## src/rtl/csr_file_pkg.sv

```systemverilog
// Shared types and constants for the RV32 machine-mode CSR file.
package csr_file_pkg;

    typedef enum logic [1:0] {
        CSR_NONE = 2'b00,
        CSR_RW   = 2'b01,
        CSR_RS   = 2'b10,
        CSR_RC   = 2'b11
    } csr_op_t;

    localparam int          MSTATUS_MIE_BIT  = 3;
    localparam int          MSTATUS_MPIE_BIT = 7;
    localparam logic [31:0] MIE_WMASK        = 32'h0000_0888;

    localparam logic [11:0] ADDR_MVENDORID = 12'hF11;
    localparam logic [11:0] ADDR_MARCHID   = 12'hF12;
    localparam logic [11:0] ADDR_MIMPID    = 12'hF13;
    localparam logic [11:0] ADDR_MHARTID   = 12'hF14;
    localparam logic [11:0] ADDR_MSTATUS   = 12'h300;
    localparam logic [11:0] ADDR_MISA      = 12'h301;
    localparam logic [11:0] ADDR_MIE       = 12'h304;
    localparam logic [11:0] ADDR_MTVEC     = 12'h305;
    localparam logic [11:0] ADDR_MSCRATCH  = 12'h340;
    localparam logic [11:0] ADDR_MEPC      = 12'h341;
    localparam logic [11:0] ADDR_MCAUSE    = 12'h342;
    localparam logic [11:0] ADDR_MTVAL     = 12'h343;
    localparam logic [11:0] ADDR_MIP       = 12'h344;
    localparam logic [11:0] ADDR_MCYCLE    = 12'hB00;
    localparam logic [11:0] ADDR_MINSTRET  = 12'hB02;
    localparam logic [11:0] ADDR_MCYCLEH   = 12'hB80;
    localparam logic [11:0] ADDR_MINSTRETH = 12'hB82;

    localparam logic [11:0] ADDR_CYCLE     = 12'hC00;
    localparam logic [11:0] ADDR_TIME      = 12'hC01;
    localparam logic [11:0] ADDR_INSTRET   = 12'hC02;
    localparam logic [11:0] ADDR_CYCLEH    = 12'hC80;
    localparam logic [11:0] ADDR_TIMEH     = 12'hC81;
    localparam logic [11:0] ADDR_INSTRETH  = 12'hC82;

    function automatic logic [31:0] csr_wval(csr_op_t op, logic [31:0] old, logic [31:0] wd);
        case (op)
            CSR_RW:  return wd;
            CSR_RS:  return old | wd;
            CSR_RC:  return old & ~wd;
            default: return old;
        endcase
    endfunction

endpackage

```

## src/rtl/csr_file_counter64.sv

```systemverilog
// 64-bit free-running counter with independent 32-bit half writes.
module csr_counter64 (
    input  logic        clk,
    input  logic        rst,
    input  logic        inc,
    input  logic        we_lo,
    input  logic        we_hi,
    input  logic [31:0] wdata,
    output logic [63:0] cnt_o
);

    logic [63:0] cnt_q, cnt_d;

    // A write to either half suppresses this cycle's increment.
    always_comb begin
        cnt_d = cnt_q;
        if (we_lo)
            cnt_d[31:0] = wdata;
        else if (we_hi)
            cnt_d[63:32] = wdata;
        else if (inc)
            cnt_d = cnt_q + 64'd1;
    end

    always_ff @(posedge clk or posedge rst) begin
        if (rst) cnt_q <= '0;
        else     cnt_q <= cnt_d;
    end

    assign cnt_o = cnt_q;

endmodule

```

## src/rtl/csr_file.sv

```systemverilog
// RV32 machine-mode CSR file with trap/mret handling and 64-bit counters.
// Define CSR_ZICNTR_EN to add the read-only user counter aliases.
module csr_file
    import csr_file_pkg::*;
#(
    parameter logic [31:0] HART_ID     = 32'h0,
    parameter logic [31:0] MISA_VALUE  = 32'h4000_0100,
    parameter logic [31:0] RESET_MTVEC = 32'h0000_0000
) (
    input  logic        clk,
    input  logic        rst,
    input  logic        csr_req,
    input  logic [11:0] csr_addr,
    input  logic [1:0]  csr_op,
    input  logic        csr_wen,
    input  logic [31:0] csr_wdata,
    output logic [31:0] csr_rdata,
    output logic        csr_illegal,
    input  logic        instret_pulse,
    input  logic        trap_req,
    input  logic [31:0] trap_pc,
    input  logic [31:0] trap_cause,
    input  logic [31:0] trap_tval,
    input  logic        mret_req,
    output logic [31:0] trap_vector,
    output logic [31:0] mepc_o,
    output logic        mstatus_mie
);

    logic        mie_bit_q, mie_bit_d;
    logic        mpie_bit_q, mpie_bit_d;
    logic [31:2] mtvec_q, mtvec_d;
    logic [31:0] mscratch_q, mscratch_d;
    logic [31:2] mepc_q, mepc_d;
    logic [31:0] mcause_q, mcause_d;
    logic [31:0] mtval_q, mtval_d;
    logic [31:0] mie_q, mie_d;

    logic [63:0] mcycle, minstret;
    logic [31:0] old_val, wval, mstatus_val;
    logic        impl, wr;

    assign mstatus_val = {19'b0, 2'b11, 3'b0, mpie_bit_q, 3'b0, mie_bit_q, 3'b0};

    always_comb begin
        impl    = 1'b1;
        old_val = '0;
        case (csr_addr)
            ADDR_MVENDORID, ADDR_MARCHID, ADDR_MIMPID, ADDR_MIP: old_val = '0;
            ADDR_MHARTID:   old_val = HART_ID;
            ADDR_MISA:      old_val = MISA_VALUE;
            ADDR_MSTATUS:   old_val = mstatus_val;
            ADDR_MIE:       old_val = mie_q;
            ADDR_MTVEC:     old_val = {mtvec_q, 2'b00};
            ADDR_MSCRATCH:  old_val = mscratch_q;
            ADDR_MEPC:      old_val = {mepc_q, 2'b00};
            ADDR_MCAUSE:    old_val = mcause_q;
            ADDR_MTVAL:     old_val = mtval_q;
            ADDR_MCYCLE:    old_val = mcycle[31:0];
            ADDR_MCYCLEH:   old_val = mcycle[63:32];
            ADDR_MINSTRET:  old_val = minstret[31:0];
            ADDR_MINSTRETH: old_val = minstret[63:32];
`ifdef CSR_ZICNTR_EN
            ADDR_CYCLE, ADDR_TIME:   old_val = mcycle[31:0];
            ADDR_CYCLEH, ADDR_TIMEH: old_val = mcycle[63:32];
            ADDR_INSTRET:            old_val = minstret[31:0];
            ADDR_INSTRETH:           old_val = minstret[63:32];
`endif
            default:        impl = 1'b0;
        endcase
    end

    // 0xC-- space is read-only, so the alias writes fall out of the same check.
    assign csr_illegal = csr_req && (!impl || (csr_wen && csr_addr[11:10] == 2'b11));
    assign csr_rdata   = (csr_req && !csr_illegal) ? old_val : '0;

    // Trap and mret outrank an access in the same cycle and drop it.
    assign wr   = csr_req && !csr_illegal && csr_wen && (csr_op_t'(csr_op) != CSR_NONE)
                  && !trap_req && !mret_req;
    assign wval = csr_wval(csr_op_t'(csr_op), old_val, csr_wdata);

    always_comb begin
        mie_bit_d  = mie_bit_q;
        mpie_bit_d = mpie_bit_q;
        mtvec_d    = mtvec_q;
        mscratch_d = mscratch_q;
        mepc_d     = mepc_q;
        mcause_d   = mcause_q;
        mtval_d    = mtval_q;
        mie_d      = mie_q;
        if (trap_req) begin
            mepc_d     = trap_pc[31:2];
            mcause_d   = trap_cause;
            mtval_d    = trap_tval;
            mpie_bit_d = mie_bit_q;
            mie_bit_d  = 1'b0;
        end else if (mret_req) begin
            mie_bit_d  = mpie_bit_q;
            mpie_bit_d = 1'b1;
        end else if (wr) begin
            case (csr_addr)
                ADDR_MSTATUS: begin
                    mie_bit_d  = wval[MSTATUS_MIE_BIT];
                    mpie_bit_d = wval[MSTATUS_MPIE_BIT];
                end
                ADDR_MTVEC:    mtvec_d    = wval[31:2];
                ADDR_MSCRATCH: mscratch_d = wval;
                ADDR_MEPC:     mepc_d     = wval[31:2];
                ADDR_MCAUSE:   mcause_d   = wval;
                ADDR_MTVAL:    mtval_d    = wval;
                ADDR_MIE:      mie_d      = wval & MIE_WMASK;
                default: ;
            endcase
        end
    end

    always_ff @(posedge clk or posedge rst) begin
        if (rst) begin
            mie_bit_q  <= 1'b0;
            mpie_bit_q <= 1'b0;
            mtvec_q    <= RESET_MTVEC[31:2];
            mscratch_q <= '0;
            mepc_q     <= '0;
            mcause_q   <= '0;
            mtval_q    <= '0;
            mie_q      <= '0;
        end else begin
            mie_bit_q  <= mie_bit_d;
            mpie_bit_q <= mpie_bit_d;
            mtvec_q    <= mtvec_d;
            mscratch_q <= mscratch_d;
            mepc_q     <= mepc_d;
            mcause_q   <= mcause_d;
            mtval_q    <= mtval_d;
            mie_q      <= mie_d;
        end
    end

    csr_counter64 u_mcycle (
        .clk   (clk),
        .rst   (rst),
        .inc   (1'b1),
        .we_lo (wr && csr_addr == ADDR_MCYCLE),
        .we_hi (wr && csr_addr == ADDR_MCYCLEH),
        .wdata (wval),
        .cnt_o (mcycle)
    );

    csr_counter64 u_minstret (
        .clk   (clk),
        .rst   (rst),
        .inc   (instret_pulse),
        .we_lo (wr && csr_addr == ADDR_MINSTRET),
        .we_hi (wr && csr_addr == ADDR_MINSTRETH),
        .wdata (wval),
        .cnt_o (minstret)
    );

    assign trap_vector = {mtvec_q, 2'b00};
    assign mepc_o      = {mepc_q, 2'b00};
    assign mstatus_mie = mie_bit_q;

endmodule

```

## config.mk

```make
export PLATFORM = sky130hd
export DESIGN_NAME = csr_file
export DESIGN_NICKNAME = d
export VERILOG_FILES = /design/src/rtl/csr_file_pkg.sv /design/src/rtl/csr_file_counter64.sv /design/src/rtl/csr_file.sv
export SDC_FILE = /design/constraint.sdc
export NUM_CORES = 1
export LEC_CHECK = 0
export CAP_MARGIN = 20
export CORE_UTILIZATION = 45
export CTS_BUF_LIST = sky130_fd_sc_hd__clkbuf_8
export CTS_CLUSTER_SIZE = 12
export DETAILED_ROUTE_END_ITERATION = 10
export GPL_ROUTABILITY_DRIVEN = 1
export PLACE_DENSITY = 0.74
export SLEW_MARGIN = 20
export SYNTH_ARGS = -nofsm -noshare
export SYNTH_HDL_FRONTEND = slang
export SYNTH_HIERARCHICAL = 1
export SYNTH_SLANG_ARGS = --single-unit
```

## constraint.sdc

```tcl
create_clock -name clk -period 4.7 [get_ports clk]
set_input_delay 0.705 -clock clk [delete_from_list [all_inputs] [get_ports clk]]
set_output_delay 0.705 -clock clk [all_outputs]
set_load 0.01 [all_outputs]
```

Yosys cells after proc, flatten, opt, wreduce, memory -nomap -nowiden
Cells that the tools add are included.
{"block": "word_totals", "mem_bits_rw": 0, "out_inout_bits": 98, "mem_count": 0, "word_cells": 110, "romBits": 0, "register_bits": 289, "latchBits": 0}
{"block": "op_classes", "bitwise": 6, "n_mux": 31, "n_lt_le_gt_ge": 0, "eq_ne": 24, "div_mod_pow": 0, "n_mul": 0, "shift": 0, "add_sub_neg": 2, "reduce_logical": 35}
{"operator": "$mux 32", "n": 15}
{"operator": "$pmux 32 s12", "n": 1}
{"operator": "$add 64x1->64 const B", "n": 2}
{"operator": "$mux 30", "n": 4}
{"operator": "$eq 12x10->1 const B", "n": 9}
{"operator": "$eq 12x12->1 const B", "n": 8}
{"operator": "$pmux 32 s3", "n": 1}
{"operator": "$mux 64", "n": 1}
{"operator": "$and 32x32->32", "n": 1}
{"operator": "$not 32->32", "n": 1}
{"operator": "$or 32x32->32", "n": 1}
{"operator": "$reduce_or 17->1", "n": 1}
{"operator": "$reduce_bool 2->1", "n": 7}
{"operator": "$reduce_and 4->1", "n": 3}
{"operator": "$logic_and 1x1->1", "n": 11}
{"operator": "$mux 1", "n": 9}
{"operator": "$reduce_and 3->1", "n": 3}
{"operator": "$eq 2x2->1 const B", "n": 3}
{"operator": "$reduce_and 2->1", "n": 3}
{"operator": "$reduce_bool 3->1", "n": 2}
{"operator": "$logic_not 1->1", "n": 4}
{"operator": "$ne 2x1->1 const B", "n": 2}
{"operator": "$not 1->1", "n": 3}
{"operator": "$eq 2x1->1 const B", "n": 1}
{"operator": "other kinds (2)", "n": 2}

Longest topological paths before layout
{"block": "depth", "word_depth": 15, "ltp_mapped": 15, "mapped_depth_nobuf": 11}

Hierarchy
The synthesis kept the hierarchy.
{"module": "csr_file", "cells_each": 1247, "area_per_inst_um2": 10601.4, "seq_area_each_um2": 4028.9, "instances": 1}
{"module": "csr_counter64 (u_mcycle)", "cells_each": 541, "area_per_inst_um2": 4319.1, "seq_area_each_um2": 1601.5, "instances": 1}
{"module": "csr_counter64 (u_minstret)", "cells_each": 515, "area_per_inst_um2": 4270.3, "seq_area_each_um2": 1601.5, "instances": 1}

Least setup slack after synthesis
Ideal clock, no wire load.
{"block": "synth_timing", "path_type": "in2reg", "startpoint": "in csr_addr[7]", "endpoint": "reg u_mcycle.cnt_q[30] (netlist: u_mcycle/cnt_o[30])", "setup_slack_ns": 0.813, "t_arrival_ns": 3.761, "path_buffers": 4, "setup_ns": 0.126, "stages": 14, "cell_sequence": "buf_2 -> or4_1 -> buf_2 -> nor3_1 -> a221o_1 -> o311ai_1 -> or2_1 -> nor3_1 -> buf_4 -> nor2b_1 -> clkbuf_1 -> nand3_1 -> o311a_1 -> a221o_1"}
{"block": "synth_via", "elab_chain_cells": 14, "word_cells_on_any_way": 36}
{"item": "from (decl)", "line": "csr_file.sv:13", "text": "input logic [11:0] csr_addr,"}
{"item": "$eq 12x12->1 (tied with other cells)", "line": "csr_file.sv:48, csr_file.sv:143"}
{"item": "$reduce_or 17->1 (no source line)"}
{"item": "$mux 1", "line": "csr_file.sv:48", "text": "case (csr_addr)"}
{"item": "$logic_not 1->1", "line": "csr_file.sv:74", "text": "assign csr_illegal = csr_req && (!impl || (csr_wen && csr_addr[11:10] == 2'b11));"}
{"item": "$logic_or 1x1->1", "line": "csr_file.sv:74"}
{"item": "$logic_and 1x1->1", "line": "csr_file.sv:74"}
{"item": "$logic_not 1->1", "line": "csr_file.sv:78", "text": "assign wr = csr_req && !csr_illegal && csr_wen && (csr_op_t'(csr_op) != CSR_NONE)"}
{"item": "$logic_and 1x1->1 (3 in a row)", "line": "csr_file.sv:78"}
{"item": "$logic_and 1x1->1 (2 in a row)", "line": "csr_file.sv:79", "text": "&& !trap_req && !mret_req;"}
{"item": "$logic_and 1x1->1, on equally long branches", "line": "csr_file.sv:144, csr_file.sv:143"}
{"item": "$ne 2x1->1 (no source line) / $mux 32 (equally long branches)"}
{"item": "to (signal assigned)", "line": "csr_file_counter64.sv:27", "text": "else cnt_q <= cnt_d;"}
{"item": "to (decl)", "line": "csr_file_counter64.sv:12", "text": "logic [63:0] cnt_q, cnt_d;"}
Several ways; a longest one is shown, not always the timed one.
A chain may end at the register's enable or synchronous reset.

Worst setup path after layout
{"block": "layout_timing", "startpoint": "in csr_addr[5]", "endpoint": "out csr_rdata[26]"}
{"block": "layout_via", "elab_chain_cells": 9, "word_cells_on_any_way": 26}
{"item": "$eq 12x12->1 / $eq 12x10->1 (equally long branches)", "line": "csr_file.sv:48"}
{"item": "$reduce_or 17->1 (no source line)"}
{"item": "$mux 1", "line": "csr_file.sv:48"}
{"item": "$logic_not 1->1", "line": "csr_file.sv:74"}
{"item": "$logic_or 1x1->1", "line": "csr_file.sv:74"}
{"item": "$logic_and 1x1->1", "line": "csr_file.sv:74"}
{"item": "$logic_not 1->1", "line": "csr_file.sv:75", "text": "assign csr_rdata = (csr_req && !csr_illegal) ? old_val : '0;"}
{"item": "$logic_and 1x1->1", "line": "csr_file.sv:75"}
{"item": "$mux 32 *", "line": "csr_file.sv:75"}
{"item": "to (decl)", "line": "csr_file.sv:17", "text": "output logic [31:0] csr_rdata,"}
Mark *: on every way between the ends. The rest lies on a longest branch, timed or not.

==> metrics.txt <==
ys flop type sky130_fd_sc_hd__dfrtp_1; synth-to-layout area growth 24.4%; setup repair after global routing missed its margin no; total of max-cap violations 0; pin count of the biggest net entering global routing 66; number of register bits inferred by synthesis approximately 290; count of port buffers added during placement 240; number of nets in the layout between 2,000 and 3,000; worst IR drop on VDD between 0.00015 and 0.0002 V; number of instances in the synthesized netlist 2,303; library cells used by synthesis 96; Clock Tree Buf Depth 3; Clock transition at path regs 0.06 ns; mapped cell area 0.0192 mm^2; total power density per cell area around 270 mW/mm^2; GRT Util Overall about two fifths; overall via count from detail_route between 20,000 and 25,000; HP Class reg -> reg; global route total overflow 0; DPL Wire Length 64,700 um; ANT nets after route 0; non-filler instance count after layout between 3,000 and 4,000; wire length of the first global-routing pass 130,000 um; delay of the slowest cell on the worst path 0.68 ns; minimum setup slack after placement -0.0280 ns; class of the most critical setup path in -> out; die footprint 0.0435 mm^2; Max Freq 214 MHz; clock insertion delay at the later pin of the skew report ~0.7 ns; Final setup viols 0; Syn. warnings 6; via count normalized by instance count approximately 6.7; area fraction of the dominant cell type after synthesis approximately 38%; final routed DRC violation total 0; number of enable-type register cells in the synthesized netlist 0; total length of routed met2 wires between 30,000 and 40,000 um; Routed met3 length between 10,000 and 15,000 um; Setup Buffers After CTS 0; Mean Syn Cell Area 8.33 um^2; crit path capture type primary output; antenna violations before repair 3; sequential share of the synthesized area between 30 and 40%; cell area after layout 0.0239 mm^2; total wirelength of the detailed-routed design ~87,000 um; Hold Vio Cnt, Final 0; vertical die dimension 209 um; standard cell with the maximum stage delay on the critical path sky130_fd_sc_hd__or4_1; clock net sink count between 200 and 300; horizontal die dimension 209 um; wl on met1 33,900 um; aggregate negative setup slack 0 ns; Clock Skews 0.0373 ns; final clock period utilization by the worst path 99.4%; number of H-tree branching levels 2; CORE AREA 0.0420 mm^2; core utilization of the finished layout 56.8%; DR WL/cell roughly 28 um; crit path launch type primary input; Worst-Margin Slew 1.27 ns; Iter 0 DRT Violations 2,900; routability congestion estimate 1.03; vias in the first global route roughly 20,000; max_slew headroom between 10% and 20%; peak fanout along the critical path 32; total placed cells including tap cells 3,060; CP cell instances clkdlybuf4s50_1, buf_4, or4_1, a21oi_1, o311ai_4, buf_4, a31oi_1, clkdlybuf4s50_1; uppermost routed layer met5; TritonCTS clock tree yes; Pleak 9.67 nW; required time of the critical path 3.99 ns; cell accounting for the most synthesized area sky130_fd_sc_hd__dfrtp_1; WP data arrival roughly 4 ns; outcome finished clean; clock buffers created by TritonCTS 53; total of hold buffers inserted after clock tree synthesis 0; ratio of cells with drive above 1 in the final layout 11.2%; Area after DPL approximately 0.023 mm^2; PostCTS Resize Cnt 0; clk root buf sky130_fd_sc_hd__clkbuf_8; Final min period around 4.7 ns; asr flop ratio synth between 90% and 100%; Max Slew Vio Count 0; first drt pass iteration count 6; # rows 75; I/O pin count 247; most area-consuming cells after synthesis sky130_fd_sc_hd__dfrtp_1, sky130_fd_sc_hd__nand2_1, sky130_fd_sc_hd__o21ai_0; initial core utilization 45.6%; final worst slack roughly 0.027 ns
## cells in the mapped netlist, types with 55 or more instances
master / n
sky130_fd_sc_hd__nand4_1: 83
sky130_fd_sc_hd__a21oi_1: 116
sky130_fd_sc_hd__inv_1: 61
sky130_fd_sc_hd__dfrtp_1: 289
sky130_fd_sc_hd__mux2i_1: 79
sky130_fd_sc_hd__nand3_1: 116
sky130_fd_sc_hd__and3_1: 73
sky130_fd_sc_hd__nand2_1: 269
sky130_fd_sc_hd__a22oi_1: 71
sky130_fd_sc_hd__nor2_1: 127
sky130_fd_sc_hd__o21ai_0: 188
sky130_fd_sc_hd__xnor2_1: 55
sky130_fd_sc_hd__clkbuf_1: 109
## power by group
group | internal [mW] | switching (mW) | total [mW]
clock network | 1.39 | 1.19 | 2.58
logic | 0.428 | 0.611 | 1.04
registers | 2.62 | 0.175 | 2.80
total | 4.44 | 1.98 | 6.42
## metrics by stage
| stage | hold slack, ns | total power [mW] |
|---|---|---|
| after floorplan | 0.445 | 3.31 |
| after global placement | 0.457 | 3.82 |
| after detailed placement | 0.470 | 3.84 |
| after CTS | 0.484 | 6.39 |
| after global routing | 0.505 | 6.60 |
| final | 0.481 | 6.42 |
## area by class of cell
type                       instances  area [um^2]
clock inverter                    20          120
multi-input combinational       1792        11100
tap                              539          674
timing repair buffer             380         3550
clock buffer                      71          977
fill                            3845        18200
sequential                       289         7230
inverter                          61          234
antenna                            2         5.00
## placed cells by master, fill, tap and decap left out, types with 8 or more instances in the layout
cell type | synthesis | final
sky130_fd_sc_hd__inv_1 | 61 | 71
sky130_fd_sc_hd__or3_1 | 37 | 37
sky130_fd_sc_hd__nand2_1 | 269 | 269
sky130_fd_sc_hd__mux2_2 | 9 | 9
sky130_fd_sc_hd__nor4_1 | 45 | 43
sky130_fd_sc_hd__a2bb2oi_1 | 9 | 9
sky130_fd_sc_hd__and3_1 | 73 | 73
sky130_fd_sc_hd__and4_1 | 16 | 16
sky130_fd_sc_hd__clkdlybuf4s50_1 | 0 | 236
sky130_fd_sc_hd__buf_4 | 10 | 131
sky130_fd_sc_hd__conb_1 | 2 | 11
sky130_fd_sc_hd__and2_1 | 36 | 36
sky130_fd_sc_hd__clkbuf_8 | 0 | 71
sky130_fd_sc_hd__o211ai_1 | 17 | 17
sky130_fd_sc_hd__a21oi_1 | 116 | 116
sky130_fd_sc_hd__xor2_1 | 35 | 35
sky130_fd_sc_hd__dfrtp_1 | 289 | 289
sky130_fd_sc_hd__nand4_1 | 83 | 83
sky130_fd_sc_hd__nor4_2 | 6 | 8
sky130_fd_sc_hd__o22a_1 | 9 | 9
sky130_fd_sc_hd__a31oi_1 | 14 | 14
sky130_fd_sc_hd__o21a_1 | 8 | 8
sky130_fd_sc_hd__xnor2_1 | 55 | 55
sky130_fd_sc_hd__o21ai_1 | 16 | 16
sky130_fd_sc_hd__nand3_1 | 116 | 116
sky130_fd_sc_hd__o31ai_1 | 23 | 23
sky130_fd_sc_hd__o21ai_0 | 188 | 188
sky130_fd_sc_hd__mux2i_1 | 79 | 79
sky130_fd_sc_hd__a221oi_1 | 12 | 12
sky130_fd_sc_hd__a22o_1 | 19 | 19
sky130_fd_sc_hd__or4_1 | 19 | 19
sky130_fd_sc_hd__nor2_1 | 127 | 127
sky130_fd_sc_hd__nor3_1 | 53 | 50
sky130_fd_sc_hd__a22oi_1 | 71 | 71
sky130_fd_sc_hd__a211oi_1 | 10 | 10
sky130_fd_sc_hd__o22ai_1 | 44 | 44
sky130_fd_sc_hd__or2_2 | 9 | 9
sky130_fd_sc_hd__nor2b_1 | 19 | 19
sky130_fd_sc_hd__buf_12 | 0 | 9
## state kept, by name, indices dropped and copies added (netlist names)
register / count
mepc_q: 30
mtval_q: 32
mscratch_q: 32
u_mcycle/cnt_o: 64
mpie_bit_q: 1
mstatus_mie: 1
mtvec_q: 30
mie_q: 3
mcause_q: 32
u_minstret/cnt_o: 64
## kinds of logic (layout without fill, tap and decap cells)
group / Yosys count / after routing / synth area share (%)
and+or+nand+nor: 969 / 969 / 27.2
AOI/OAI and AO/OA: 631 / 631 / 21.0
DFF: 289 / 289 / 37.7
buffers and inverters: 231 / 532 / 5.05
xor gates and xnor gates: 90 / 90 / 4.11
muxes: 89 / 89 / 4.77
adders and majority gates: 2 / 2 / 0.130
other: 2 / 13 / 0.0391
## layer usage
layer  vias up  global-route usage (%)
met2      1506                    59.6
li1       9128                       -
met4         2                    19.8
met3       251                    8.77
met5         -                       0
met1     10300                    53.5
## worst paths after layout
check,start,slack [ns],to,depth (start not counted)
min reg2reg,mscratch_q[10]$_DFFE_PP0P_,0.48,mscratch_q[10]$_DFFE_PP0P_,2
max reg2reg,u_minstret/cnt_o[43]$_DFFE_PP0P_,1.43,u_minstret/cnt_o[43]$_DFFE_PP0P_,9
max in group asynchronous,rst,2.84,mtvec_q[14]$_DFFE_PP0P_,3
min,mscratch_q[10]$_DFFE_PP0P_,0.48,mscratch_q[10]$_DFFE_PP0P_,2
max,csr_addr[5],0.03,csr_rdata[26],8
min in group asynchronous,rst,0.76,mtval_q[0]$_DFFE_PP0P_,2
## worst max-delay path: cells and delay by family
family / cells / cell delay, ns
buf+inv: 4 / 1.76
compound gates: 3 / 0.78
simple gates: 1 / 0.68
Power figures use the tool's default switching activity.
